$ cat src/rtl/pll_seq_pkg.sv
// Shared types and defaults for the PLL reset sequencer.
// State encoding is visible on the debug port, so values are fixed.
package pll_seq_pkg;

    typedef enum logic [1:0] {
        PLL_RESET = 2'd0,
        WAIT_LOCK = 2'd1,
        STABILIZE = 2'd2,
        RUNNING   = 2'd3
    } seq_state_e;

    localparam int DEF_RST_CYCLES    = 16;
    localparam int DEF_LOCK_TIMEOUT  = 65536;
    localparam int DEF_STABLE_CYCLES = 1024;
    localparam int DEF_GLITCH_CYCLES = 4;

    localparam int TCOUNT_W = 8;

    function automatic int max3(input int a, input int b, input int c);
        int m;
        m = (a > b) ? a : b;
        return (m > c) ? m : c;
    endfunction

endpackage

$ cat src/rtl/lock_synchronizer.sv
// Two-flop synchroniser for a single asynchronous status bit.
// Latency 2 cycles; synchronous active-high reset clears both flops.
module lock_synchronizer (
    input  logic clock,
    input  logic reset,
    input  logic async_i,
    output logic sync_o
);

    logic meta_q;
    logic sync_q;

    always_ff @(posedge clock) begin
        if (reset) begin
            meta_q <= 1'b0;
            sync_q <= 1'b0;
        end else begin
            meta_q <= async_i;
            sync_q <= meta_q;
        end
    end

    assign sync_o = sync_q;

endmodule

$ cat src/rtl/pll_reset_sequencer.sv
// Pulses PLL reset, waits for lock with timeout/retry, holds sys_reset until lock is stable.
// Runs on the reference clock; lock is synchronised (2 cycles) before any decision.
module pll_reset_sequencer
    import pll_seq_pkg::*;
#(
    parameter int RST_CYCLES    = DEF_RST_CYCLES,
    parameter int LOCK_TIMEOUT  = DEF_LOCK_TIMEOUT,
    parameter int STABLE_CYCLES = DEF_STABLE_CYCLES,
    parameter int GLITCH_CYCLES = DEF_GLITCH_CYCLES
) (
    input  logic                clock,
    input  logic                reset,
    input  logic                pll_lock,
    output logic                pll_rst,
    output logic                sys_reset,
    output logic                running,
    output logic [1:0]          state,
    output logic [TCOUNT_W-1:0] timeout_count
);

    localparam int CNT_W = $clog2(max3(RST_CYCLES, LOCK_TIMEOUT, STABLE_CYCLES)) + 1;
    localparam int GL_W  = $clog2(GLITCH_CYCLES) + 1;

    localparam logic [CNT_W-1:0] RST_LAST = CNT_W'(RST_CYCLES - 1);
    localparam logic [CNT_W-1:0] TO_LAST  = CNT_W'(LOCK_TIMEOUT - 1);
    localparam logic [CNT_W-1:0] ST_LAST  = CNT_W'(STABLE_CYCLES - 1);
    localparam logic [GL_W-1:0]  GL_LAST  = GL_W'(GLITCH_CYCLES - 1);
    localparam logic [CNT_W-1:0] CNT_ONE  = CNT_W'(1);
    localparam logic [GL_W-1:0]  GL_ONE   = GL_W'(1);
    localparam logic [TCOUNT_W-1:0] TC_ONE = TCOUNT_W'(1);

    seq_state_e          state_q, state_d;
    logic [CNT_W-1:0]    cnt_q, cnt_d;
    logic [GL_W-1:0]     glitch_q, glitch_d;
    logic [TCOUNT_W-1:0] tcount_q, tcount_d;
    logic                pll_rst_q, sys_reset_q, running_q;
    logic                lock_s;

    lock_synchronizer u_lock_sync (
        .clock   (clock),
        .reset   (reset),
        .async_i (pll_lock),
        .sync_o  (lock_s)
    );

    always_ff @(posedge clock) begin
        if (reset) begin
            state_q     <= PLL_RESET;
            cnt_q       <= '0;
            glitch_q    <= '0;
            tcount_q    <= '0;
            pll_rst_q   <= 1'b1;
            sys_reset_q <= 1'b1;
            running_q   <= 1'b0;
        end else begin
            state_q     <= state_d;
            cnt_q       <= cnt_d;
            glitch_q    <= glitch_d;
            tcount_q    <= tcount_d;
            pll_rst_q   <= (state_d == PLL_RESET);
            sys_reset_q <= (state_d != RUNNING);
            running_q   <= (state_d == RUNNING);
        end
    end

    always_comb begin
        state_d  = state_q;
        cnt_d    = cnt_q;
        glitch_d = glitch_q;
        tcount_d = tcount_q;
        unique case (state_q)
            PLL_RESET: begin
                if (cnt_q == RST_LAST) begin
                    state_d = WAIT_LOCK;
                    cnt_d   = '0;
                end else begin
                    cnt_d = cnt_q + CNT_ONE;
                end
            end
            WAIT_LOCK: begin
                // Lock wins over a timeout landing in the same cycle.
                if (lock_s) begin
                    state_d = STABILIZE;
                    cnt_d   = '0;
                end else if (cnt_q == TO_LAST) begin
                    state_d = PLL_RESET;
                    cnt_d   = '0;
                    if (tcount_q != '1) begin
                        tcount_d = tcount_q + TC_ONE;
                    end
                end else begin
                    cnt_d = cnt_q + CNT_ONE;
                end
            end
            STABILIZE: begin
                if (!lock_s) begin
                    state_d = WAIT_LOCK;
                    cnt_d   = '0;
                end else if (cnt_q == ST_LAST) begin
                    state_d  = RUNNING;
                    glitch_d = '0;
                end else begin
                    cnt_d = cnt_q + CNT_ONE;
                end
            end
            RUNNING: begin
                if (lock_s) begin
                    glitch_d = '0;
                end else if (glitch_q == GL_LAST) begin
                    state_d  = PLL_RESET;
                    cnt_d    = '0;
                    glitch_d = '0;
                end else begin
                    glitch_d = glitch_q + GL_ONE;
                end
            end
            default: begin
                state_d = PLL_RESET;
                cnt_d   = '0;
            end
        endcase
    end

    assign pll_rst       = pll_rst_q;
    assign sys_reset     = sys_reset_q;
    assign running       = running_q;
    assign state         = state_q;
    assign timeout_count = tcount_q;

endmodule
$ cat config.mk
export PLATFORM = sky130hd
export DESIGN_NAME = pll_reset_sequencer
export DESIGN_NICKNAME = d
export VERILOG_FILES = /design/src/rtl/pll_seq_pkg.sv /design/src/rtl/lock_synchronizer.sv /design/src/rtl/pll_reset_sequencer.sv
export SDC_FILE = /design/constraint.sdc
export NUM_CORES = 1
export LEC_CHECK = 0
export BUFFER_PORTS_ARGS = -buffer_cell sky130_fd_sc_hd__buf_2
export CAP_MARGIN = 0
export CORE_UTILIZATION = 55
export CTS_BUF_LIST = sky130_fd_sc_hd__clkbuf_4
export DETAILED_ROUTE_END_ITERATION = 12
export PLACE_DENSITY = 0.85
export SKIP_LAST_GASP = 1
export SLEW_MARGIN = 10
export SYNTH_ARGS = -nofsm -noshare
export SYNTH_HDL_FRONTEND = slang
export SYNTH_SLANG_ARGS = --single-unit
$ cat constraint.sdc
create_clock -name clock -period 2.8 [get_ports clock]
set_clock_uncertainty 0.1 [all_clocks]
set_input_delay 0.14 -clock clock [delete_from_list [all_inputs] [get_ports clock]]
set_output_delay 0.14 -clock clock [all_outputs]
set_load 0.02 [all_outputs]
Word-level counts from Yosys, hierarchy flattened
Cells that the tools add are included.

storage, ports and cells
  input port bits = 3
  output and inout port bits = 13
  bits in registers = 35

cells by class
  reductions and logical operators = 6
  multiplexer cells = 21
  bitwise logic cells = 1
  eq/ne operators = 15
  add/sub/neg operators = 3

operator list
  cell                   count
  $mux 17                7
  $pmux 17 s4            1
  $add 17x1->17 const B  1
  $eq 17x10->1 const B   1
  $eq 17x16->1 const B   1
  $eq 17x4->1 const B    1
  $mux 2                 7
  $mux 3                 4
  $add 8x1->8 const B    1
  $ne 2x2->1 const B     4
  $ne 8x8->1 const B     1
  $pmux 2 s4             1
  $eq 2x2->1 const B     3
  $pmux 3 s2             1
  $reduce_and 3->1       2
  $logic_not 2->1        2
  $reduce_and 4->1       1
  $add 3x1->3 const B    1
  $eq 3x2->1 const B     1
  $ne 3x3->1 const B     1
  $eq 2x1->1 const B     1
  $ne 2x1->1 const B     1
  $reduce_bool 2->1      1
  $not 1->1              1

Longest topological paths before layout
  word-level depth = 5
  mapped depth = 11
  gate-level depth less buffers = 11

Cells and area by module
Synthesis repeated with hierarchy kept, for this count alone.

second synthesis, totals
  cells, all modules = 206
  area, all modules = 1756.7 µm²

modules (own cells, without submodules)
  module               cells each  times used  area an instance (µm²)
  pll_reset_sequencer  202         1           1704.1
  lock_synchronizer    4           1           52.6

Worst setup path before layout
Ideal clock, no wire load.

  path type = register to register
  start point = register cnt_q[0]
  end point = register cnt_q[14]
  data arrival time = 2435 ps
  clock period less this slack = 2650 ps
  buffers on the path = 1
  cell stages (with the launch flop) = 12
  path slack = 150 ps
  cells stage by stage = dfxtp_1 > ha_1 > and4_1 > nand4_1 > or3_1 > inv_1 > ha_1 > nor2b_1 > or2_2 > o31ai_4 > buf_6 > nor2_1

on the way
  word-level cells in the longest chain between the ends = 4

RTL lines
  item                                           line                                                  source
  from (decl)                                    pll_reset_sequencer.sv:33                             logic [CNT_W-1:0] cnt_q, cnt_d;
  from (signal assigned)                         pll_reset_sequencer.sv:57                             cnt_q <= cnt_d;
  $add 17x1->17 or $eq 17x16->1 (tied branches)  -
  $mux 17, on equally long branches              pll_reset_sequencer.sv:99, pll_reset_sequencer.sv:85
  $mux 17, on equally long branches              pll_reset_sequencer.sv:96, pll_reset_sequencer.sv:82
  $pmux 17 s4                                    pll_reset_sequencer.sv:71                             unique case (state_q)

Parallel ways exist; a longest one is shown, timed or not. The select of a mux whose other input is x is not followed.
A chain may end at the register's enable or synchronous reset.

Final worst setup path
  start point = register cnt_q[1]
  end point = register cnt_q[15]

The elaborated chain is that of the path after synthesis.

==> Implementation_results.wiki <==
{| class="wikitable"
! Metric !! Value
|-
| Num rows || 19
|-
| Crit-path cells || ha_2 -> and4_4 -> nand4_1 -> or3_4 -> inv_1 -> ha_1 -> nor2b_1 -> or2_4 -> o31ai_4 -> buf_12 -> o21ba_2
|-
| Category of the most critical setup path || reg2reg
|-
| Relative area change from synthesis to final layout || 16.3%
|-
| Total internal power || 637 uW
|-
| Fraction of synthesis flops using an asynchronous set or reset pin || 0%
|-
| Maxcap violations || 0
|-
| Final critical-path share of the clock period || 96.9%
|-
| Total routing usage reported by global routing || 22.8%
|-
| Crit path largest cell delay || 380 ps
|-
| RSZ-0062 raised after global routing || false
|-
| Placeable core region || 2880 um2
|-
| Bufs on Longest Clock Path || 2
|-
| Predominant post-synthesis flop cell || dfxtp_1
|-
| Top library cells by usage in the layout, fill and taps aside || dfxtp_1 (33), nor2_1 (22), nand2_1 (15), buf_2 (15), a21oi_1 (11)
|-
| Max-slew violation total from the final report || 0
|-
| Number of clock buffers inserted by TritonCTS || 5
|-
| Number of violations reported at the end of detailed-routing iteration 0 || 75
|-
| End of the critical path || cnt_q[15]$_SDFFE_PP0P_
|-
| Number of clock sinks || 35
|-
| Beginning of the critical path || cnt_q[1]$_SDFFE_PP0P_
|-
| Overall die area || 3370 um2
|-
| Power per cell area || 407 nW/um2
|-
| Via count || 1556
|-
| Syn avg cell area || 8.78 um2
|-
| Clk network pwr share || 34.0%
|-
| Kind of launch point of the worst setup path || register
|-
| Most frequent standard cell in the layout excluding fill and tap cells || dfxtp_1
|-
| Width of the die || 58.1 um
|-
| Share of post-route cells with drive strength above 1 || 20.9%
|-
| Combinational fraction of design power || 4.1%
|-
| PortBufs || 15
|-
| Drt first pass iters || 4
|-
| Antenna viol nets, final || 0
|-
| Count of buffering cells on the critical path with inverters included || 2
|-
| Pwr Total || 820 uW
|-
| Synthesized netlist cell count || 197
|-
| Worst hold slack || 41.5 ps
|-
| Initial core utilization || 60.2%
|-
| Chip Height || 58.1 um
|-
| Fmax achieved || 369 MHz
|-
| Required @ worst endpoint || 2940 ps
|-
| Fin. Hold Viols || 0
|-
| Maximum number of pins on one net before global-route repair || 17
|-
| Gate family responsible for the most delay along the worst path || simple AND/OR/NAND/NOR gates
|-
| Number of library cell types mapped by synthesis || 44
|-
| Vias in the first global route || 1380
|-
| Global-route wire length before repair || 5.89 mm
|-
| Residual DRC count || 0
|-
| Tightest Hold Check Type || in2reg
|-
| Antenna diode instance count || 0
|-
| Cell count of the worst reg-to-reg path || 11
|-
| Clk pin slew, worst setup/hold paths || 100 ps
|-
| Slowest cell on the critical path || or3_4
|-
| Kind of end point of the critical path || register
|-
| Number of inserted filler cells in the final layout || 223
|-
| Clock insertion delay at the later pin of the skew report || 340 ps
|-
| Dpl hpwl || 2.49 mm
|-
| GP Congestion || 0.927
|-
| Peak fanout along the critical path || 8
|-
| EDFF count, synth || 0
|-
| Detailed-route vias per instance || 5.83
|-
| Top Ports || 16
|-
| Measured slew at the worst slew-check pin || 832 ps
|-
| Sequential-to-total area share from yosys stat || 40.5%
|-
| Count of cells along the worst hold path || 2
|-
| Levels on crit path || 11
|-
| Post-detailed-routing wire length || 3.65 mm
|-
| Relative slew slack || 44.2%
|-
| Number of levels in the clock H-tree || 2
|-
| Clock tree from TritonCTS || built
|-
| Lkg Pwr || 0.000760 uW
|-
| Setup slack of the worst register-to-register path || 90 ps
|-
| GRT overflow || 0
|-
| Synth warn || 0
|-
| Capture instance of the worst register-to-register path || cnt_q[15]$_SDFFE_PP0P_
|-
| Antenna violations before repair || 0
|-
| Cell Count Post-Placement || 256
|-
| Fraction of power spent switching nets || 22.3%
|-
| IR Drop Worst-Case VDD || 0.000308 V
|-
| Run status || completed
|-
| Netlist Area Pre-Place || 1730 um2
|-
| Number of cells in the finished layout apart from fillers || 267
|-
| Data arrival time of the critical path || 2850 ps
|-
| Power share of the sequential group || 62.0%
|-
| Minimum clock period after layout || 2710 ps
|-
| Root Driver || clkbuf_4
|-
| Post-synthesis net count || 206
|-
| Average detailed-routed wire length per instance || 13.7 um
|-
| Start of the worst register-to-register path || cnt_q[1]$_SDFFE_PP0P_
|-
| Number of nets in the finished design || 233
|-
| FF+latch count, synth || 35
|-
| Sw power || 183 uW
|-
| Startpoint of the most critical hold path || reset
|-
| Finish-stage setup viols || 0
|}
==> routing by layer <==
metal,global-route usage (%),wire length [um],vias to the layer above
met5,0,0,-
met4,11.2,106,0
met3,5.13,176,11
met2,36.5,1700,50
met1,28.9,1660,726
li1,-,-,769
==> kinds of logic (layout without fill, tap and decap cells) <==
group	after synthesis	after routing	synth area share (%)
xor+xnor	16	16	8.10
simple gates	85	85	26.2
fa+ha+maj	6	6	4.34
flops	35	35	40.5
buf+inv	13	41	3.47
mux	2	2	1.16
compound gates	40	40	16.2
==> worst register-to-register path: stages (launching register included) <==
cell and delay, ps:
dfxtp_2 360, ha_2 180, and4_4 240, nand4_1 150, or3_4 380, inv_1 70
ha_1 160, nor2b_1 60, or2_4 250, o31ai_4 350, buf_12 170, o21ba_2 150
==> synthesized netlist by cell type, types with 3 or more instances <==
master / count / area [um2]
nor3_1: 4 / 20.0
nor2_1: 22 / 82.6
nor2b_1: 3 / 18.8
nand4_1: 6 / 37.5
a311oi_1: 3 / 26.3
xnor2_1: 8 / 70.1
or3_1: 6 / 37.5
nand3_1: 8 / 40.0
a211oi_1: 3 / 22.5
a21oi_1: 11 / 55.1
o31ai_1: 3 / 22.5
ha_1: 6 / 75.1
dfxtp_1: 35 / 701
nand2_1: 15 / 56.3
buf_2: 3 / 15.0
o21ai_0: 8 / 40.0
inv_1: 8 / 30.0
nor4_1: 4 / 25.0
xor2_1: 8 / 70.1
==> metrics by stage <==
stage	cell area, um2	worst slack (ps)	TNS, ps	util, %
floorplan	1730	150	0	-
global placement	1890	125	0	65.8
finish	2010	87.2	0	70.0
detailed placement	1890	-12.4	-12.4	65.8
global route	2010	9.28	0	70.0
CTS	1960	16.9	0	68.2
==> worst min-delay path by stage <==
stage,slack [ps],end
after CTS,30,timeout_count[5]$_SDFFE_PP0P_
after global routing,40,timeout_count[5]$_SDFFE_PP0P_
final,40,timeout_count[2]$_SDFFE_PP0P_
after floorplan,110,u_lock_sync.meta_q$_SDFF_PP0_
after detailed placement,270,u_lock_sync.meta_q$_SDFF_PP0_
after global placement,250,u_lock_sync.meta_q$_SDFF_PP0_
==> layout make-up <==
| class | count | area, um2 | share of cell area, % |
|---|---|---|---|
| repair buffers | 25 | 183 | 9.07 |
| flip-flops and latches | 35 | 703 | 34.9 |
| multi-input cells | 149 | 987 | 49.0 |
| clock buffers | 7 | 52.6 | 2.61 |
| inverters | 8 | 30.0 | 1.49 |
| clock inverters | 1 | 5.00 | 0.249 |
| well taps | 42 | 52.6 | 2.61 |
==> sequential cells by signal, indices dropped and copies added (netlist names) <==
signal and flops:
u_lock_sync.meta_q 1, glitch_q 3, timeout_count 8, cnt_q 17, sys_reset 1, pll_rst 1, running 1, state 2
u_lock_sync.sync_o 1
==> what timing repair did <==
item	4_1_cts	5_1_grt
resized for setup	1	7
hold endpoints to repair	1	0
pin swaps	0	5
setup buffers	0	1
endpoints found under the setup margin	3	15
hold buffers	1	0
gates cloned	0	1
==> power groups by stage <==
stage               Clock [uW]  Combinational, uW  Sequential (uW)
global route               311               36.1              509
floorplan                    0               17.7              518
detailed placement           0               27.2              519
global placement             0               26.3              519
CTS                        288               28.4              508
finish                     278               33.4              508
No activity file was read; power rests on OpenSTA's default activity.
